==> src/rtl/fb_arbiter.sv <==
// Round-robin arbiter sharing one burst memory port between a camera write
// stream and a VGA read stream, each with its own wrapping frame address.
module fb_arbiter #(
  parameter int BURST_LEN   = 8,
  parameter int FRAME_WORDS = 307200,
  parameter int ADDR_W      = 19
) (
  input  logic              sys_clk,
  input  logic              sys_rst,
  input  logic              wr_req,
  input  logic              wr_frame_start,
  input  logic              rd_req,
  input  logic              rd_frame_start,
  output logic              mem_cmd_vld,
  input  logic              mem_cmd_rdy,
  output logic              mem_cmd_we,
  output logic [ADDR_W-1:0] mem_cmd_addr,
  input  logic              mem_wdata_rdy,
  input  logic              mem_rdata_vld,
  output logic              wr_data_en,
  output logic              rd_data_en,
  output logic              busy
);

  localparam int BW = $clog2(BURST_LEN) + 1;
  localparam logic [ADDR_W-1:0] BURST_STEP = ADDR_W'(BURST_LEN);
  localparam logic [ADDR_W-1:0] LAST_BURST = ADDR_W'(FRAME_WORDS - BURST_LEN);
  localparam logic [BW-1:0]     LAST_BEAT  = BW'(BURST_LEN - 1);

  typedef enum logic [2:0] {IDLE, WR_CMD, WR_DATA, RD_CMD, RD_DATA} state_t;

  state_t            state_q, state_d;
  logic              last_wr_q, last_wr_d;
  logic [ADDR_W-1:0] wr_addr_q, wr_addr_d;
  logic [ADDR_W-1:0] rd_addr_q, rd_addr_d;
  logic [BW-1:0]     beat_q, beat_d;
  logic              wr_pend_q, wr_pend_d;
  logic              rd_pend_q, rd_pend_d;
  logic              wr_burst, rd_burst;

  function automatic logic [ADDR_W-1:0] next_addr(input logic [ADDR_W-1:0] a);
    return (a == LAST_BURST) ? '0 : a + BURST_STEP;
  endfunction

  assign wr_burst = (state_q == WR_CMD) || (state_q == WR_DATA);
  assign rd_burst = (state_q == RD_CMD) || (state_q == RD_DATA);
  assign busy     = (state_q != IDLE);

  always_comb begin
    state_d      = state_q;
    last_wr_d    = last_wr_q;
    wr_addr_d    = wr_addr_q;
    rd_addr_d    = rd_addr_q;
    beat_d       = beat_q;
    wr_pend_d    = wr_pend_q;
    rd_pend_d    = rd_pend_q;
    mem_cmd_vld  = 1'b0;
    mem_cmd_we   = 1'b0;
    mem_cmd_addr = '0;
    wr_data_en   = 1'b0;
    rd_data_en   = 1'b0;

    // A frame start during an own-direction burst is deferred so the command
    // address stays stable; otherwise the address is cleared right away.
    if (wr_frame_start) begin
      if (wr_burst) wr_pend_d = 1'b1;
      else          wr_addr_d = '0;
    end
    if (rd_frame_start) begin
      if (rd_burst) rd_pend_d = 1'b1;
      else          rd_addr_d = '0;
    end

    case (state_q)
      IDLE: begin
        if (wr_req && (!rd_req || !last_wr_q)) begin
          state_d   = WR_CMD;
          last_wr_d = 1'b1;
        end else if (rd_req) begin
          state_d   = RD_CMD;
          last_wr_d = 1'b0;
        end
      end
      WR_CMD: begin
        mem_cmd_vld  = 1'b1;
        mem_cmd_we   = 1'b1;
        mem_cmd_addr = wr_addr_q;
        if (mem_cmd_rdy) begin
          state_d = WR_DATA;
          beat_d  = '0;
        end
      end
      WR_DATA: begin
        wr_data_en = mem_wdata_rdy;
        if (mem_wdata_rdy) begin
          beat_d = beat_q + BW'(1);
          if (beat_q == LAST_BEAT) begin
            state_d   = IDLE;
            wr_addr_d = (wr_pend_q || wr_frame_start) ? '0 : next_addr(wr_addr_q);
            wr_pend_d = 1'b0;
          end
        end
      end
      RD_CMD: begin
        mem_cmd_vld  = 1'b1;
        mem_cmd_addr = rd_addr_q;
        if (mem_cmd_rdy) begin
          state_d = RD_DATA;
          beat_d  = '0;
        end
      end
      RD_DATA: begin
        rd_data_en = mem_rdata_vld;
        if (mem_rdata_vld) begin
          beat_d = beat_q + BW'(1);
          if (beat_q == LAST_BEAT) begin
            state_d   = IDLE;
            rd_addr_d = (rd_pend_q || rd_frame_start) ? '0 : next_addr(rd_addr_q);
            rd_pend_d = 1'b0;
          end
        end
      end
      default: state_d = IDLE;
    endcase
  end

  // last_wr resets high so the first tie goes to the read side.
  always_ff @(posedge sys_clk or posedge sys_rst) begin
    if (sys_rst) begin
      state_q   <= IDLE;
      last_wr_q <= 1'b1;
      wr_addr_q <= '0;
      rd_addr_q <= '0;
      beat_q    <= '0;
      wr_pend_q <= 1'b0;
      rd_pend_q <= 1'b0;
    end else begin
      state_q   <= state_d;
      last_wr_q <= last_wr_d;
      wr_addr_q <= wr_addr_d;
      rd_addr_q <= rd_addr_d;
      beat_q    <= beat_d;
      wr_pend_q <= wr_pend_d;
      rd_pend_q <= rd_pend_d;
    end
  end

endmodule

==> config.mk <==
export PLATFORM = sky130hd
export DESIGN_NAME = fb_arbiter
export DESIGN_NICKNAME = d
export VERILOG_FILES = /design/src/rtl/fb_arbiter.sv
export SDC_FILE = /design/constraint.sdc
export NUM_CORES = 1
export LEC_CHECK = 0
export ABC_AREA = 1
export BUFFER_PORTS_ARGS = -buffer_cell sky130_fd_sc_hd__buf_4
export CAP_MARGIN = 25
export CORE_MARGIN = 5
export CORE_UTILIZATION = 54
export DETAILED_ROUTE_END_ITERATION = 7
export PLACE_DENSITY_LB_ADDON = 0.08
export SYNTH_ARGS = -nofsm -noshare
export SYNTH_HDL_FRONTEND = slang
export SYNTH_SLANG_ARGS = --single-unit
==> constraint.sdc <==
create_clock -name sys_clk -period 2.74 [get_ports sys_clk]
set_input_delay 0.137 -clock sys_clk [delete_from_list [all_inputs] [get_ports sys_clk]]
set_output_delay 0.137 -clock sys_clk [all_outputs]
set_load 0.02 [all_outputs]
[Yosys cells after proc, flatten, opt, wreduce, memory -nomap -nowiden]
Index checks and enable logic that the tools add are counted.
Word-level totals
  output and inout port bits: 24
  input bits: 9
  register bits: 48
  logic and storage cells: 82
Operators by class
  eq/ne operators: 13
  reduce and logical (&&, ||, !) cells: 16
  muxes and demuxes: 43
  add/subtract/negate cells: 3
Operator list (number)
  $mux W19: 14
  $add A19 B4 Y19 const B: 2
  $eq A19 B19 Y1 const B: 2
  $pmux W19 S2: 1
  $mux W3: 7
  $mux W1: 16
  $pmux W3 S5: 1
  $mux W4: 3
  $pmux W4 S3: 1
  $ne A2 B2 Y1 const B: 4
  $eq A3 B2 Y1 const B: 2
  $reduce_bool A3 Y1: 2
  $logic_or A1 B1 Y1: 5
  $reduce_and A5 Y1: 1
  $add A4 B1 Y4 const B: 1
  $eq A4 B3 Y1 const B: 1
  $reduce_and A4 Y1: 1
  $eq A3 B1 Y1 const B: 1
  $eq A3 B3 Y1 const B: 1
  $logic_not A3 Y1: 1
  $ne A3 B3 Y1 const B: 1
  $logic_not A1 Y1: 2
  $ne A2 B1 Y1 const B: 1
  $reduce_and A2 Y1: 1
  other kinds (3): 3

[Longest topological paths before layout]
  depth in word-level cells: 7
  mapped depth: 10
  depth with buffers taken out: 10

[Worst setup path before layout]
Ideal clock, no wire load.
  path type: reg-to-output
  start: register state_q[2]
  end: output port mem_cmd_addr[11]
  cell stages (with the launch flop): 5
  data required time: 2603 ps
  data arrival time: 1459 ps
  buffers on the path: 1
  setup slack: 1144 ps
  cells stage by stage: dfrtp_1 > nor2_4 > nand2_4 > clkbuf_1 > o22ai_1
Between the ends
  word-level cells in the longest chain between the ends: 2
  elaborated cells on any way between the ends: 3
  those cells by class: 2 x eq/ne; 1 x mux
Ends and longest elaborated chain
  start, declared: RTL line 32  | state_t state_q, state_d;
  start signal, assigned: RTL line 138  | state_q <= state_d;
  $eq A3 B2 Y1 or $eq A3 B1 Y1 (tied branches): RTL line 74  | case (state_q)
  $pmux W19 S2 *: RTL line 74
  end, declared: RTL line 17  | output logic [ADDR_W-1:0] mem_cmd_addr,
Mark *: on every way between the ends. The rest lies on a longest branch, timed or not.

[Worst setup path in the final report]
  start: register state_q[2]
  end: output port mem_cmd_addr[4]
The elaborated chain is that of the path after synthesis.

==> results.cfg <==
[worst_setup_path]
required_ns = 2.60
path_cells = nor2_4 -> nand2_4 -> inv_1 -> a22o_1 -> buf_4
slowest_delay_ns = 0.48
cpMaxStageDelayCell = dfrtp_1
cp-end-kind = primary output
worstPathMaxFanout = 18
start_kind = flip-flop
arrival_ns = 1.84
critPathKind = reg -> out

[placement]
hpwl_um = 5220
portBuffers = 32
place_congestion = 0.883
placed_cell_area_um2 = 3240

[detailed_routing]
wl_per_cell_um = 13.8
ant_nets = 0
dr.pass1.iters = 4
drc = 0
drt-met1-wl_um = 3340
drtIter0Drc = 132
routed.top_layer = met4
wl_met2_um = 3360
vias = 2640
wl_met3_um = 187
viasPerCell = 5.23
drt-total-wl_um = 6980

[final_layout]
fillers = 519
nets = 444
synthToLayoutAreaGrowth_pct = 14.3
n_antenna_cell = 0
drive_above_1_share = 0.162
final_cell_area_um2 = 3370
post-route-util = 0.624

[power]
p_leak_nw = 1.56
p_comb_frac = 0.353
sw_frac_of_total = 0.399
p_int_mw = 1.26
ir_worst_vdd_mv = 0.533
clock_power_share = 0.244
totalPowerFinal_mw = 2.10
switchingPower_uw = 836
cellPowerDensity_nw_per_um2 = 622
power_frac_seq = 0.403

[clocking]
numCtsBuffers = 5
cts_tree = built
cts_buffer_depth = 2
postCtsResizedCells = 0
clkTransAtPathRegs_ns = 0.08
clock_sinks = 48
htreeDepth = 2
cts-root-buf = clkbuf_8
clk_latency_ns = 0.31

[global_route]
antenna_found_initial = 0
grt_overflow = 0
grt_pass1_vias = 2548
grt_pass1_wl_um = 12100
grt.total_usage = 0.210
grt_max_degree = 49

[worst_hold_path]
min_path_type = in -> reg

[synthesis]
netlist.area_leader.share = 0.398
avgSynthCellArea_um2 = 7.42
synth_area_um2 = 2950
yosysMostFrequentCell = nand2_1
synth_top_cell_by_area = dfrtp_1
synthTopCellsByCount = nand2_1, inv_1, dfrtp_1, nor2_1, nand3_1
postSynth.asyncResetShare = 1.00
synth_area_leaders = dfrtp_1, nand2_1, inv_1, o22ai_1, xor2_1
synthFlopType = dfrtp_1
synth_edf_count = 0
yosys_warnings = 0
syn_nets = 410
ys_seq_area_frac = 0.407
synth.distinct_cells = 31
synth_cells = 398
ys_ff_latch = 48

[timing]
period_minus_slack_ns = 1.98
finalCritPeriodShare = 0.723
max_slew.worst_pin.slew_ns = 0.531
hold_viol_final = 0
finalSetupViolations = 0
finalSetupTns_ns = 0
clock_skew_ns = 0.0149
slew_headroom = 0.643
drv_slew = 0
clock.fmax_ghz = 0.505
rsz0062_at_grt = false

[floorplanning]
rows = 27
die_area_um2 = 7040
die_w_um = 83.9
pin_count = 33
core-area_um2 = 5410
start_util = 0.546
die_h_um = 83.9

[flow_run]
maxCapViolCount = 0

[outcome]
status = complete, no violations
-- sequential cells by signal, indices dropped and copies added (netlist names) --
name and flops:
rd_addr_q 19, wr_addr_q 19, beat_q 4, state_q 3, last_wr_q 1, rd_pend_q 1
wr_pend_q 1
-- timing repair --
| item | 4_1_cts | 5_1_grt |
|---|---|---|
| hold buffers | 0 | 1 |
| buffers inserted | 0 | 0 |
| hold endpoints to repair | 0 | 7 |
-- routing by layer --
metal | vias up | track usage
met2 | 33 | 0.335
met5 | - | 0
met1 | 1255 | 0.294
met3 | 9 | 0.0375
met4 | 0 | 0.0556
li1 | 1343 | -
-- power by group through the flow --
stage / clock network, mW / registers, mW / logic (mW)
floorplan: 0 / 0.843 / 0.566
global placement: 0 / 0.853 / 0.728
detailed placement: 0 / 0.857 / 0.737
CTS: 0.524 / 0.843 / 0.739
global route: 0.554 / 0.852 / 0.839
finish: 0.512 / 0.844 / 0.740
-- area by class of cell --
cell class | instances | area (µm²) | area share
clock buffers | 6 | 72.6 | 0.0215
flip-flops and latches | 48 | 1200 | 0.356
well taps | 72 | 90.1 | 0.0267
multi-input cells | 283 | 1480 | 0.437
repair buffers | 34 | 270 | 0.0801
clock inverters | 2 | 35.0 | 0.0104
inverters | 60 | 228 | 0.0675
-- stage by stage --
stage	worst slack, ns	std cells	hold slack [ns]
detailed placement	0.843	495	0.429
floorplan	1.14	398	0.311
global placement	0.899	495	0.426
CTS	0.767	503	0.110
finish	0.759	505	0.121
global route	0.598	505	0.127
-- layout by cell type, fill, tap and decap left out, types with 2 or more instances in the layout --
| cell type | synthesis | routed |
|---|---|---|
| nand4_1 | 8 | 8 |
| inv_2 | 5 | 6 |
| a21oi_2 | 3 | 3 |
| nor3b_1 | 2 | 2 |
| nor2_1 | 37 | 37 |
| o22ai_1 | 25 | 25 |
| a21oi_1 | 9 | 9 |
| nor2_4 | 3 | 3 |
| xor2_1 | 17 | 17 |
| xnor2_1 | 2 | 2 |
| inv_1 | 54 | 53 |
| nand2_4 | 3 | 3 |
| o22ai_2 | 2 | 2 |
| nand2_2 | 7 | 7 |
| nand2_1 | 105 | 105 |
| nor2_2 | 2 | 2 |
| nor3_1 | 4 | 4 |
| o21ai_0 | 18 | 18 |
| nand3_1 | 29 | 29 |
| dfrtp_1 | 47 | 47 |
| clkbuf_8 | 0 | 5 |
| buf_4 | 1 | 32 |
| ha_1 | 3 | 3 |
-- critical path: cells and delay by family, from the launching register on --
kind            cells  cell delay (ns)
flops               1             0.48
simple gates        2             0.49
compound gates      1             0.20
buf+inv             2             0.38
-- worst paths after layout --
kind                             start  cells after the start              end  slack, ns
max                         state_q[2]                      5  mem_cmd_addr[4]       0.76
min                        mem_cmd_rdy                      4       state_q[0]       0.12
max reg2reg                  beat_q[0]                      9    wr_addr_q[15]       0.79
min reg2reg                  last_wr_q                      2        last_wr_q       0.50
max in group asynchronous      sys_rst                      4        last_wr_q       1.92
min in group asynchronous      sys_rst                      3        beat_q[2]       0.28
-- kinds of logic (layout without fill, tap and decap cells) --
group / after synthesis / count (layout) / synth area share
AO/OA/AOI/OAI: 60 / 60 / 0.128
XOR/XNOR: 19 / 19 / 0.0564
adder cells (fa/ha/maj): 3 / 3 / 0.0127
buffers and inverters: 67 / 102 / 0.0928
flip-flops: 48 / 48 / 0.407
AND/OR/NAND/NOR: 201 / 201 / 0.303
No activity file was read; power rests on OpenSTA's default activity.
